File: src/rtl/regfile_wb_arbiter_if.sv
// ---------------------------------------------------------------------------
// regfile_wb_arbiter_if
// Bundles the writeback request bus and the register-file write port that the
// arbiter sits between.
//
// Parameters:
//   NUM_REQ     number of writeback requesters
//
// Signals:
//   ReqValid    [NUM_REQ]     requester i has a write pending
//   ReqReg      [5*NUM_REQ]   destination register, slice [5i+4:5i]
//   ReqData     [32*NUM_REQ]  write data, slice [32i+31:32i]
//   ReqReady    [NUM_REQ]     requester i granted this cycle
//   Hold        1             blocks all grants while high
//   WriteReg1   5             register-file write address
//   WriteData1  32            register-file write data
//   Write1      1             register-file write strobe
//   Pending     1             some valid requester was not granted this cycle
//
// Modports:
//   master  writeback side (drives requests, observes grants and write port)
//   slave   the arbiter
// ---------------------------------------------------------------------------
interface regfile_wb_arbiter_if #(
    parameter int NUM_REQ = 3
);
    logic [NUM_REQ-1:0]    ReqValid;
    logic [5*NUM_REQ-1:0]  ReqReg;
    logic [32*NUM_REQ-1:0] ReqData;
    logic [NUM_REQ-1:0]    ReqReady;
    logic                  Hold;
    logic [4:0]            WriteReg1;
    logic [31:0]           WriteData1;
    logic                  Write1;
    logic                  Pending;

    modport master (
        output ReqValid, ReqReg, ReqData, Hold,
        input  ReqReady, WriteReg1, WriteData1, Write1, Pending
    );

    modport slave (
        input  ReqValid, ReqReg, ReqData, Hold,
        output ReqReady, WriteReg1, WriteData1, Write1, Pending
    );
endinterface

File: src/rtl/regfile_wb_arbiter.sv
// ---------------------------------------------------------------------------
// regfile_wb_arbiter
// Shares the single register-file write port among NUM_REQ writeback sources.
// One grant per cycle; the granted write is registered and presented to the
// register file on the following edge. Writes to r0 are accepted but never
// strobed.
//
// Optional feature macro: REGFILE_WB_ARB_RR_EN
//   defined   : round-robin grant, search starts at a pointer that moves to
//               one past the last granted index
//   undefined : fixed priority, lowest index wins, no pointer register
//
// Parameters:
//   NUM_REQ  number of requesters (2..8)
//   PTR_W    round-robin pointer width, 2**PTR_W >= NUM_REQ
//
// Ports:
//   CLK      clock, rising edge
//   RESET    asynchronous active-low reset
//   bus      request bus and register-file write port (slave modport)
// ---------------------------------------------------------------------------
module regfile_wb_arbiter #(
    parameter int NUM_REQ = 3,
    parameter int PTR_W   = 3
) (
    input  logic                  CLK,
    input  logic                  RESET,
    regfile_wb_arbiter_if.slave   bus
);

    logic [PTR_W-1:0]     basePtr;
    logic [2*NUM_REQ-1:0] validDbl;
    logic [NUM_REQ-1:0]   validRot;
    logic                 eligible;

    logic                 grantAny;
    int                   offset;
    int                   grantPos;
    logic [NUM_REQ-1:0]   grantVec;
    logic [4:0]           selReg;
    logic [31:0]          selData;

    logic [4:0]           writeRegQ;
    logic [31:0]          writeDataQ;
    logic                 writeQ;

`ifdef REGFILE_WB_ARB_RR_EN
    logic [PTR_W-1:0]     ptrQ;
    int                   nextPos;

    // An undecodable pointer behaves as 0.
    assign basePtr = (int'(ptrQ) < NUM_REQ) ? ptrQ : '0;

    always_comb begin
        nextPos = grantPos + 1;
        if (nextPos >= NUM_REQ) begin
            nextPos = 0;
        end
    end

    always_ff @(posedge CLK or negedge RESET) begin
        if (!RESET) begin
            ptrQ <= '0;
        end else if (grantAny) begin
            ptrQ <= PTR_W'(nextPos);
        end
    end
`else
    assign basePtr = '0;
`endif

    // Rotating the doubled vector puts the search start at bit 0, so the
    // first set bit is the winner's distance from the pointer.
    assign validDbl = {bus.ReqValid, bus.ReqValid} >> basePtr;
    assign validRot = validDbl[NUM_REQ-1:0];

    // No grants while held or while reset is asserted.
    assign eligible = !bus.Hold && RESET;

    always_comb begin
        grantAny = 1'b0;
        offset   = 0;
        grantPos = 0;
        grantVec = '0;
        selReg   = '0;
        selData  = '0;

        for (int k = 0; k < NUM_REQ; k++) begin
            if (!grantAny && eligible && validRot[k]) begin
                grantAny = 1'b1;
                offset   = k;
            end
        end

        grantPos = int'(basePtr) + offset;
        if (grantPos >= NUM_REQ) begin
            grantPos = grantPos - NUM_REQ;
        end

        for (int i = 0; i < NUM_REQ; i++) begin
            if (grantAny && (grantPos == i)) begin
                grantVec[i] = 1'b1;
                selReg      = bus.ReqReg[5*i +: 5];
                selData     = bus.ReqData[32*i +: 32];
            end
        end
    end

    // Address/data load on every grant (including r0) so the port always shows
    // the last accepted request; only the strobe is suppressed for r0.
    always_ff @(posedge CLK or negedge RESET) begin
        if (!RESET) begin
            writeRegQ  <= '0;
            writeDataQ <= '0;
            writeQ     <= 1'b0;
        end else begin
            writeQ <= grantAny && (selReg != 5'd0);
            if (grantAny) begin
                writeRegQ  <= selReg;
                writeDataQ <= selData;
            end
        end
    end

    assign bus.ReqReady   = grantVec;
    assign bus.Pending    = |(bus.ReqValid & ~grantVec);
    assign bus.WriteReg1  = writeRegQ;
    assign bus.WriteData1 = writeDataQ;
    assign bus.Write1     = writeQ;

endmodule
File: src/flat_wrapper.sv
// flat-port wrapper written by rule: the top's interface ports become plain ports
module regfile_wb_arbiter_flat 
#(
    parameter int NUM_REQ = 3,
    parameter int PTR_W   = 3
)
  (CLK, RESET, bus_ReqValid, bus_ReqReg, bus_ReqData, bus_Hold, bus_ReqReady, bus_WriteReg1, bus_WriteData1, bus_Write1, bus_Pending);
  regfile_wb_arbiter_if #(.NUM_REQ(NUM_REQ)) bus_i ();
  input  logic CLK;
  input  logic RESET;
  input wire logic [$bits(bus_i.ReqValid)-1:0] bus_ReqValid;
  input wire logic [$bits(bus_i.ReqReg)-1:0] bus_ReqReg;
  input wire logic [$bits(bus_i.ReqData)-1:0] bus_ReqData;
  input wire logic [$bits(bus_i.Hold)-1:0] bus_Hold;
  output wire logic [$bits(bus_i.ReqReady)-1:0] bus_ReqReady;
  output wire logic [$bits(bus_i.WriteReg1)-1:0] bus_WriteReg1;
  output wire logic [$bits(bus_i.WriteData1)-1:0] bus_WriteData1;
  output wire logic [$bits(bus_i.Write1)-1:0] bus_Write1;
  output wire logic [$bits(bus_i.Pending)-1:0] bus_Pending;
  assign bus_i.ReqValid = bus_ReqValid;
  assign bus_i.ReqReg = bus_ReqReg;
  assign bus_i.ReqData = bus_ReqData;
  assign bus_i.Hold = bus_Hold;
  assign bus_ReqReady = bus_i.ReqReady;
  assign bus_WriteReg1 = bus_i.WriteReg1;
  assign bus_WriteData1 = bus_i.WriteData1;
  assign bus_Write1 = bus_i.Write1;
  assign bus_Pending = bus_i.Pending;
  regfile_wb_arbiter #(.NUM_REQ(NUM_REQ), .PTR_W(PTR_W)) u_core (.CLK(CLK), .RESET(RESET), .bus(bus_i));
endmodule
File: config.mk
export PLATFORM = sky130hd
export DESIGN_NAME = regfile_wb_arbiter_flat
export DESIGN_NICKNAME = d
export VERILOG_FILES = /design/src/rtl/regfile_wb_arbiter_if.sv /design/src/rtl/regfile_wb_arbiter.sv /design/src/flat_wrapper.sv
export SDC_FILE = /design/constraint.sdc
export NUM_CORES = 1
export LEC_CHECK = 0
export ABC_AREA = 1
export ABC_CLOCK_PERIOD_IN_PS = 1270
export BUFFER_PORTS_ARGS = -buffer_cell sky130_fd_sc_hd__buf_2
export CORE_AREA = 2 2 75 77
export CTS_BUF_LIST = sky130_fd_sc_hd__clkbuf_16
export DETAILED_ROUTE_END_ITERATION = 10
export DIE_AREA = 0 0 77 79
export GPL_TIMING_DRIVEN = 0
export MAX_ROUTING_LAYER = met4
export PLACE_DENSITY_LB_ADDON = 0.08
export SYNTH_ARGS = -nofsm -noshare
export SYNTH_HDL_FRONTEND = slang
export SYNTH_SLANG_ARGS = --single-unit
File: constraint.sdc
create_clock -name CLK -period 1.27 [get_ports CLK]
set_input_delay 0.254 -clock CLK [delete_from_list [all_inputs] [get_ports CLK]]
set_output_delay 0.254 -clock CLK [all_outputs]
set_load 0.02 [all_outputs]
### Yosys cells after proc, flatten, opt, wreduce, memory -nomap -nowiden

Index checks and enable logic that the tools add are counted.

| operators by class | value |
|---|---|
| bitwise logic cells | 2 |
| multiplexer cells | 15 |
| eq/ne operators | 2 |
| $add $sub $neg | 1 |
| magnitude comparators | 1 |
| reduce and logical (&&, ||, !) cells | 16 |

Operators with widths:

| kind | count |
|---|---|
| $mux 32 | 5 |
| $eq 32x2->1 const B | 1 |
| $eq 32x3->1 const B | 1 |
| $ge 32x3->1 const B | 1 |
| $logic_not 32->1 | 1 |
| $sub 32x3->32 const B | 1 |
| $mux 5 | 3 |
| $logic_and 1x1->1 | 10 |
| $mux 1 | 7 |
| $reduce_bool 5->1 | 1 |
| $and 3x3->3 | 1 |
| $logic_not 1->1 | 3 |
| $not 3->3 | 1 |
| $reduce_or 3->1 | 1 |

| word-level totals | value |
|---|---|
| input port bits | 117 |
| output and inout bits | 42 |
| word-level logic and storage cells | 40 |
| register bits after elaboration | 38 |

### Logic depth before layout (Yosys ltp)

Gate-level depths: netlist (run 1).

| depth | value |
|---|---|
| depth in word-level cells | 21 |
| mapped depth | 10 |
| mapped depth without buffers | 9 |

### Least setup slack after synthesis (run 1)

No wires, ideal clock.

| timing | value |
|---|---|
| path kind | input to output |
| start | input bus_ReqValid[1] |
| end | output bus_Pending |
| required time | 1.016 ns |
| stages on the path | 6 |
| path buffers | 1 |
| arrival time | 1.148 ns |
| path slack | -0.132 ns |
| cell sequence | inv_1 nor2_1 nand2_1 inv_2 buf_2 o221ai_1 |

| between the ends | value |
|---|---|
| word-level cells in the longest chain between the ends | 14 |
| elaborated cells on any way between the ends | 23 |
| classes of those cells | add/sub (1); order compare (1); eq/ne (2); mux (8); bitwise (2); reduce/logical (9) |

Ends and longest elaborated chain:

| element | RTL line | source |
|---|---|---|
| from (decl) | flat_wrapper.sv:11 | `input wire logic [$bits(bus_i.ReqValid)-1:0] bus_ReqValid;` |
| $logic_and 1x1->1 * | regfile_wb_arbiter.sv:89 | `if (!grantAny && eligible && validRot[k]) begin` |
| $mux 1 | regfile_wb_arbiter.sv:89 |  |
| $logic_not 1->1 | regfile_wb_arbiter.sv:89 |  |
| $logic_and 1x1->1 (2 in a row) | regfile_wb_arbiter.sv:89 |  |
| $mux 32 | regfile_wb_arbiter.sv:89 |  |
| $sub 32x3->32 / $ge 32x3->1 (equally long branches) | regfile_wb_arbiter.sv:97, regfile_wb_arbiter.sv:96 |  |
| $mux 32 | regfile_wb_arbiter.sv:96 | `if (grantPos >= NUM_REQ) begin` |
| $eq 32x2->1 | regfile_wb_arbiter.sv:101 | `if (grantAny && (grantPos == i)) begin` |
| $logic_and 1x1->1 * | regfile_wb_arbiter.sv:101 |  |
| $mux 1 * | regfile_wb_arbiter.sv:101 |  |
| via bus_ReqReady[1] | flat_wrapper.sv:15 | `output wire logic [$bits(bus_i.ReqReady)-1:0] bus_ReqReady;` |
| $not 3->3 * | regfile_wb_arbiter.sv:126 | `assign bus.Pending = \|(bus.ReqValid & ~grantVec);` |
| $and 3x3->3 * | regfile_wb_arbiter.sv:126 |  |
| $reduce_or 3->1 * | regfile_wb_arbiter.sv:126 |  |
| to (decl) | flat_wrapper.sv:19 | `output wire logic [$bits(bus_i.Pending)-1:0] bus_Pending;` |

The timed path passes the listed nets; every way through them passes the cells marked *.

### Final worst setup path (run 1)

| timing | value |
|---|---|
| start | input bus_Hold |
| end | output bus_Pending |

| between the ends | value |
|---|---|
| word-level cells in the longest chain between the ends | 20 |
| elaborated cells on any way between the ends | 29 |
| classes of those cells | add/sub (1); order compare (1); eq/ne (2); mux (9); bitwise (2); reduce/logical (14) |

Ends and longest elaborated chain:

| element | RTL line | source |
|---|---|---|
| from (decl) | flat_wrapper.sv:14 | `input wire logic [$bits(bus_i.Hold)-1:0] bus_Hold;` |
| $logic_not 1->1 * | regfile_wb_arbiter.sv:78 | `assign eligible = !bus.Hold && RESET;` |
| $logic_and 1x1->1 * | regfile_wb_arbiter.sv:78 |  |
| $logic_and 1x1->1 | regfile_wb_arbiter.sv:89 |  |
| $mux 1 | regfile_wb_arbiter.sv:89 |  |
| $logic_not 1->1 | regfile_wb_arbiter.sv:89 |  |
| $logic_and 1x1->1 (2 in a row) | regfile_wb_arbiter.sv:89 |  |
| $mux 1 | regfile_wb_arbiter.sv:89 |  |
| $logic_not 1->1 | regfile_wb_arbiter.sv:89 |  |
| [3 not listed] | - |  |
| $sub 32x3->32 / $ge 32x3->1 (equally long branches) | regfile_wb_arbiter.sv:97, regfile_wb_arbiter.sv:96 |  |
| $mux 32 | regfile_wb_arbiter.sv:96 |  |
| $eq 32x2->1 (tied with other cells) | regfile_wb_arbiter.sv:101 |  |
| $logic_and 1x1->1 | regfile_wb_arbiter.sv:101 |  |
| $mux 1 | regfile_wb_arbiter.sv:101 |  |
| $not 3->3 * | regfile_wb_arbiter.sv:126 |  |
| $and 3x3->3 * | regfile_wb_arbiter.sv:126 |  |
| $reduce_or 3->1 * | regfile_wb_arbiter.sv:126 |  |

Every way passes the cells marked *; elsewhere a longest branch is shown, timed or not.

==> results.cfg, run 1 <==
[critical_path]
worstSetupPathType = in2out
critPathCaptureType = output port
worst_ep_arrival_time_ps = 1090
critPathMaxFanout = 5
r2r-start = u_core.bus.WriteData1[0]$_DFFE_PN0P_
startpoint = bus_Hold
setup.worst_path.start_class = input pin
cp.required_ps = 1020
ff2ff_setup_slack_ps = 550

[floorplanning]
io_pins = 159
die_w_microns = 77
die_area_sq_mm = 0.00608
initial_utilization = 0.383
core_area_sq_mm = 0.00534
dieHeight_microns = 79
row_count = 27

[timing]
fin_skew_ps = 0
worst_slack_ps = -76.7
fin_crit_ps = 1350
slew_headroom = 0.669
finalSetupViolations = 2
tightest_slew_ps = 496
holdWs_ps = 193
maxSlewViolCount = 0
rsz0062_at_grt = yes
fin_tns_setup_ps = -112
max_freq_mhz = 743
hold_viol = 0
fin_crit_sh = 1.06

[drt]
highest_layer = met4
wl_met1_microns = 3060
ant_nets = 0
wirelength_microns = 7390
met3WireLength_microns = 427
routedWlPerCell_microns = 14.0
dr.pass1.iters = 4
dr_wl_met2_microns = 3780
drc = 0
vias_per_cell = 4.91
vias = 2596
first_iter_violations = 134

[final_layout]
utilization = 0.640
nNetsFinal = 574
syn2layout_area_growth_pct = 67.3
drive_gt1_frac = 0.462
diodes = 0
final_cell_area_sq_mm = 0.00342

[clocking]
clock_sinks = 38
cts_tree = yes
cts_max_level = 2
cts_inserted_buffers = 5
cts_root_buf = clkbuf_16
clockBufferDepth = 2
clk_pin_slew_ps = 60
clkLatencyLatePin_ps = 270

[run]
maxCapViolCount = 0

[yosys]
synth.top_cell.area_share = 0.465
seq_area_frac_synth = 0.465
ys_ff_latch = 38
syn_avg_cell_area_sq_um = 7.46
syn_inst = 274
ys.flop_type = dfrtp_1
synth-edff-count = 0
synth.net_count = 391
yosys_warnings = 0
netlist_area_sq_mm = 0.00204
ys_types = 16
synth_common_cells = nand2_1, nand3_1, dfrtp_1
synth_area_leaders = dfrtp_1, nand2_1, nand3_1, nand4_1, buf_2
synth_top_area_cell = dfrtp_1
yosysMostFrequentCell = nand2_1
async_reset_ff_frac = 1.00

[pwr]
power-per-cell-area_mw_per_mm2 = 1140
irDropWorstVdd_mv = 0.551
cellLeakagePower_uw = 0.00185

[status]
status = finished with violations
violations = negative setup slack

[hold_path]
hp-start = bus_ReqData[87]
min_path_type = in2reg

[grt]
grtUsageTotal = 0.248
antenna_found_initial = 0
grt.overflow.total = 0
grt_start_max_net_pins = 21
grt_pass1_wl_microns = 11600
first_global_vias = 2490

[placed_design]
port_buffers = 158
dpl-instance-area_sq_mm = 0.00293
place.gp.congestion = 0.874
hpwl_microns = 5010
[critical path: stages]
cell	delay (ps)
buf_8	110
nor2_4	180
o21ai_4	100
nand2_4	90
buf_6	110
nand2_4	40
o221ai_2	50
buf_4	170
[sequential cells by signal, indices dropped and copies added, names as in the netlist]
| signal | count |
|---|---|
| u_core.bus.Write1 | 1 |
| u_core.bus.WriteData1 | 32 |
| u_core.bus.WriteReg1 | 5 |
[per-layer routing]
layer,vias to the layer above,global-route usage
met5,-,-
met4,0,0.0857
met3,12,0.0375
met2,100,0.439
met1,1202,0.291
li1,1282,-
[worst paths after layout]
check,endpoint,cells past startpoint
worst min-delay path,u_core.bus.WriteData1[23]$_DFFE_PN0P_,3
min in group asynchronous,u_core.bus.WriteData1[1]$_DFFE_PN0P_,3
worst max-delay path,bus_Pending,8
worst max register to register,u_core.bus.WriteData1[0]$_DFFE_PN0P_,2
max in group asynchronous,u_core.bus.WriteData1[9]$_DFFE_PN0P_,2
worst min register to register,u_core.bus.WriteData1[28]$_DFFE_PN0P_,2
[per-stage QoR]
step | worst slack [ps] | std cells | total power (uW)
after floorplan | 6.48 | 274 | 2140
after global placement | -1120 | 504 | 2650
after detailed placement | -1110 | 504 | 2670
after CTS | -84.1 | 528 | 3940
after global routing | -139 | 529 | 4110
final | -76.7 | 529 | 3910
[power breakdown]
group	total (uW)	internal, uW	leakage, uW	switching, uW
Sequential	1540	1430	0.000468	108
Combinational	1230	518	0.00131	709
Clock	1150	701	0.0000723	450
[cells by family after synthesis]
logic type / after synthesis / synth area share
buf+inv: 29 / 0.0723
compound gates: 2 / 0.00857
flops: 38 / 0.465
simple gates: 205 / 0.454
[cell type report]
class | count | area, sq um
clock buffers | 5 | 125
flip-flops and latches | 38 | 951
inverters | 11 | 61.3
plain buffers | 17 | 131
multi-input cells | 207 | 1000
fillers | 512 | 1920
clock inverters | 2 | 7.51
well taps | 72 | 90.1
repair buffers | 177 | 1050
[timing repair]
action,in CTS,in global routing
endpoints found under the setup margin,42,18
pin swaps,6,5
hold endpoints to repair,38,0
gates cloned,2,0
setup buffers,14,1
hold buffers,2,0
gates resized for setup,38,8
[placed cells by master (no fill, tap or decap), drive strengths merged]
cell and count:
nand3 50, nor2 8, dfrtp 38, inv 13
nand4 33, o21ai 1, o221ai 1, clkbuf 9
dlygate4sd3 2, bufbuf 2, buf 186, nand2 114
(Power assumes the default switching activity.)
==> inputs of run 2 (changes only) <==
--- a/config.mk
+++ b/config.mk
@@ -15,6 +15,7 @@
 export GPL_TIMING_DRIVEN = 0
 export MAX_ROUTING_LAYER = met4
 export PLACE_DENSITY_LB_ADDON = 0.08
+export SETUP_SLACK_MARGIN = 0.05
 export SYNTH_ARGS = -nofsm -noshare
 export SYNTH_HDL_FRONTEND = slang
 export SYNTH_SLANG_ARGS = --single-unit
==> results.cfg, run 2 (synthesis results as in run 1) <==
[clocking]
cts_inserted_buffers = 5
cts_root_buf = clkbuf_16
clk_pin_slew_ps = 60
cts_max_level = 2
clock_sinks = 38
clkLatencyLatePin_ps = 270
cts_tree = yes
clockBufferDepth = 2

[pwr]
combPwrFrac = 0.311
sw_frac_of_total = 0.325
switchingPower_uw = 1280
irDropWorstVdd_mv = 0.737
clkPwrFrac = 0.299
cellLeakagePower_uw = 0.00187
power_frac_seq = 0.390
internal-power_uw = 2660
power-per-cell-area_mw_per_mm2 = 1150

[timing]
maxSlewViolCount = 0
tightest_slew_ps = 486
fin_crit_ps = 1330
worst_slack_ps = -64.9
max_freq_mhz = 749
hold_viol = 0
rsz0062_at_grt = yes
fin_tns_setup_ps = -64.9
finalSetupViolations = 1
fin_crit_sh = 1.05
holdWs_ps = 194
slew_headroom = 0.675
fin_skew_ps = 0

[floorplanning]
die_area_sq_mm = 0.00608
initial_utilization = 0.383
die_w_microns = 77
core_area_sq_mm = 0.00534
dieHeight_microns = 79
row_count = 27
io_pins = 159

[drt]
first_iter_violations = 107
ant_nets = 0
routedWlPerCell_microns = 14.0
vias_per_cell = 4.88
drc = 0
vias = 2602
dr.pass1.iters = 4
wirelength_microns = 7440

[critical_path]
critPathCaptureType = output port
crit_buf_inv = 4
worst_ep_arrival_time_ps = 1080
setup.worst_path.start_class = input pin
critPathTopFamily = buffers and inverters
critPathMaxFanout = 3
startpoint = bus_Hold
crit_path_max_incr_delay_ps = 160
path_cells = buf_8 -> inv_4 -> nand2_4 -> nor2_4 -> nand2_4 -> buf_6 -> nand2_2 -> o221ai_2 -> buf_4
crit_path_frequent_cell = nand2_4
ff2ff_setup_slack_ps = 580
cp_slowest_cell = buf_4
worstSetupPathType = in2out
r2r-start = u_core.bus.WriteData1[10]$_DFFE_PN0P_
cp.required_ps = 1020

[hold_path]
min_path_type = in2reg
hp-start = bus_ReqData[72]

[final_layout]
layout_common_cells = buf_2, nand2_1, nand3_1, dfrtp_1, nand4_1
syn2layout_area_growth_pct = 67.9
nNetsFinal = 577
utilization = 0.643
drive_gt1_frac = 0.471
multi_input_area_sq_um = 998
diodes = 0
fin_cells = 533
largest_register_ffs = 32
seqCellArea_sq_um = 951
final_common_cell = buf_2
nFillCells = 514

[run]
maxCapViolCount = 0

[grt]
antenna_found_initial = 0
grt.overflow.total = 0
grtUsageTotal = 0.253
first_global_vias = 2514
grt_pass1_wl_microns = 11800
grt_start_max_net_pins = 21

[status]
violations = negative setup slack
status = finished with violations

[placed_design]
hpwl_microns = 4980
place.gp.congestion = 0.851
port_buffers = 158
pre_cts_slack_ps = -1120
dp_cells = 504
## run 2: path summary, 6_finish.rpt
path | to | cells after the start
worst max register to register | u_core.bus.WriteData1[10]$_DFFE_PN0P_ | 2
worst min-delay path | u_core.bus.WriteData1[8]$_DFFE_PN0P_ | 3
worst min register to register | u_core.bus.WriteData1[23]$_DFFE_PN0P_ | 2
worst max-delay path | bus_Pending | 9
max in group asynchronous | u_core.bus.WriteData1[7]$_DFFE_PN0P_ | 2
min in group asynchronous | u_core.bus.WriteData1[14]$_DFFE_PN0P_ | 3
## run 2: area by class of cell
type	count	share of cell area
buffer	18	0.0427
timing repair buffer	179	0.308
sequential	38	0.277
tap	72	0.0263
inverter	11	0.0142
clock inverter	3	0.00365
clock buffer	5	0.0365
multi-input combinational	207	0.291
## run 2: worst register-to-register path, cell delays in order (launching register included)
cell and delay (ps):
dfrtp_1 390, nand3_1 90, nand4_1 90
## run 2: per-stage QoR
stage | power [uW] | area [sq um]
finish | 3930 | 3430
global route | 4160 | 3430
CTS | 3960 | 3390
detailed placement | 2670 | 2940
global placement | 2650 | 2940
floorplan | 2140 | 2050
## run 2: timing repair
action,4_1_cts,5_1_grt
buffers inserted,13,3
cloned,2,0
pin swaps,6,6
resized for setup,38,11
setup endpoints to repair,42,19
hold buffers,3,0
hold endpoints to repair,38,0
## run 2: routing by layer
layer / vias up / global-route usage / wire length, microns / part of all wire
met2: 121 / 0.444 / 3760 / 0.51
met3: 10 / 0.0614 / 547 / 0.074
li1: 1295 / - / - / -
met5: - / - / 0 / 0
met4: 0 / 0.0643 / 116 / 0.016
met1: 1176 / 0.296 / 3010 / 0.40
## run 2: power groups by stage
stage / clock (uW) / sequential (uW) / combinational [uW]
2_1_floorplan: 0 / 1830 / 317
3_3_place_gp: 0 / 1540 / 1110
3_5_place_dp: 0 / 1550 / 1120
4_1_cts: 1210 / 1530 / 1220
5_1_grt: 1270 / 1560 / 1330
6_report: 1180 / 1530 / 1220
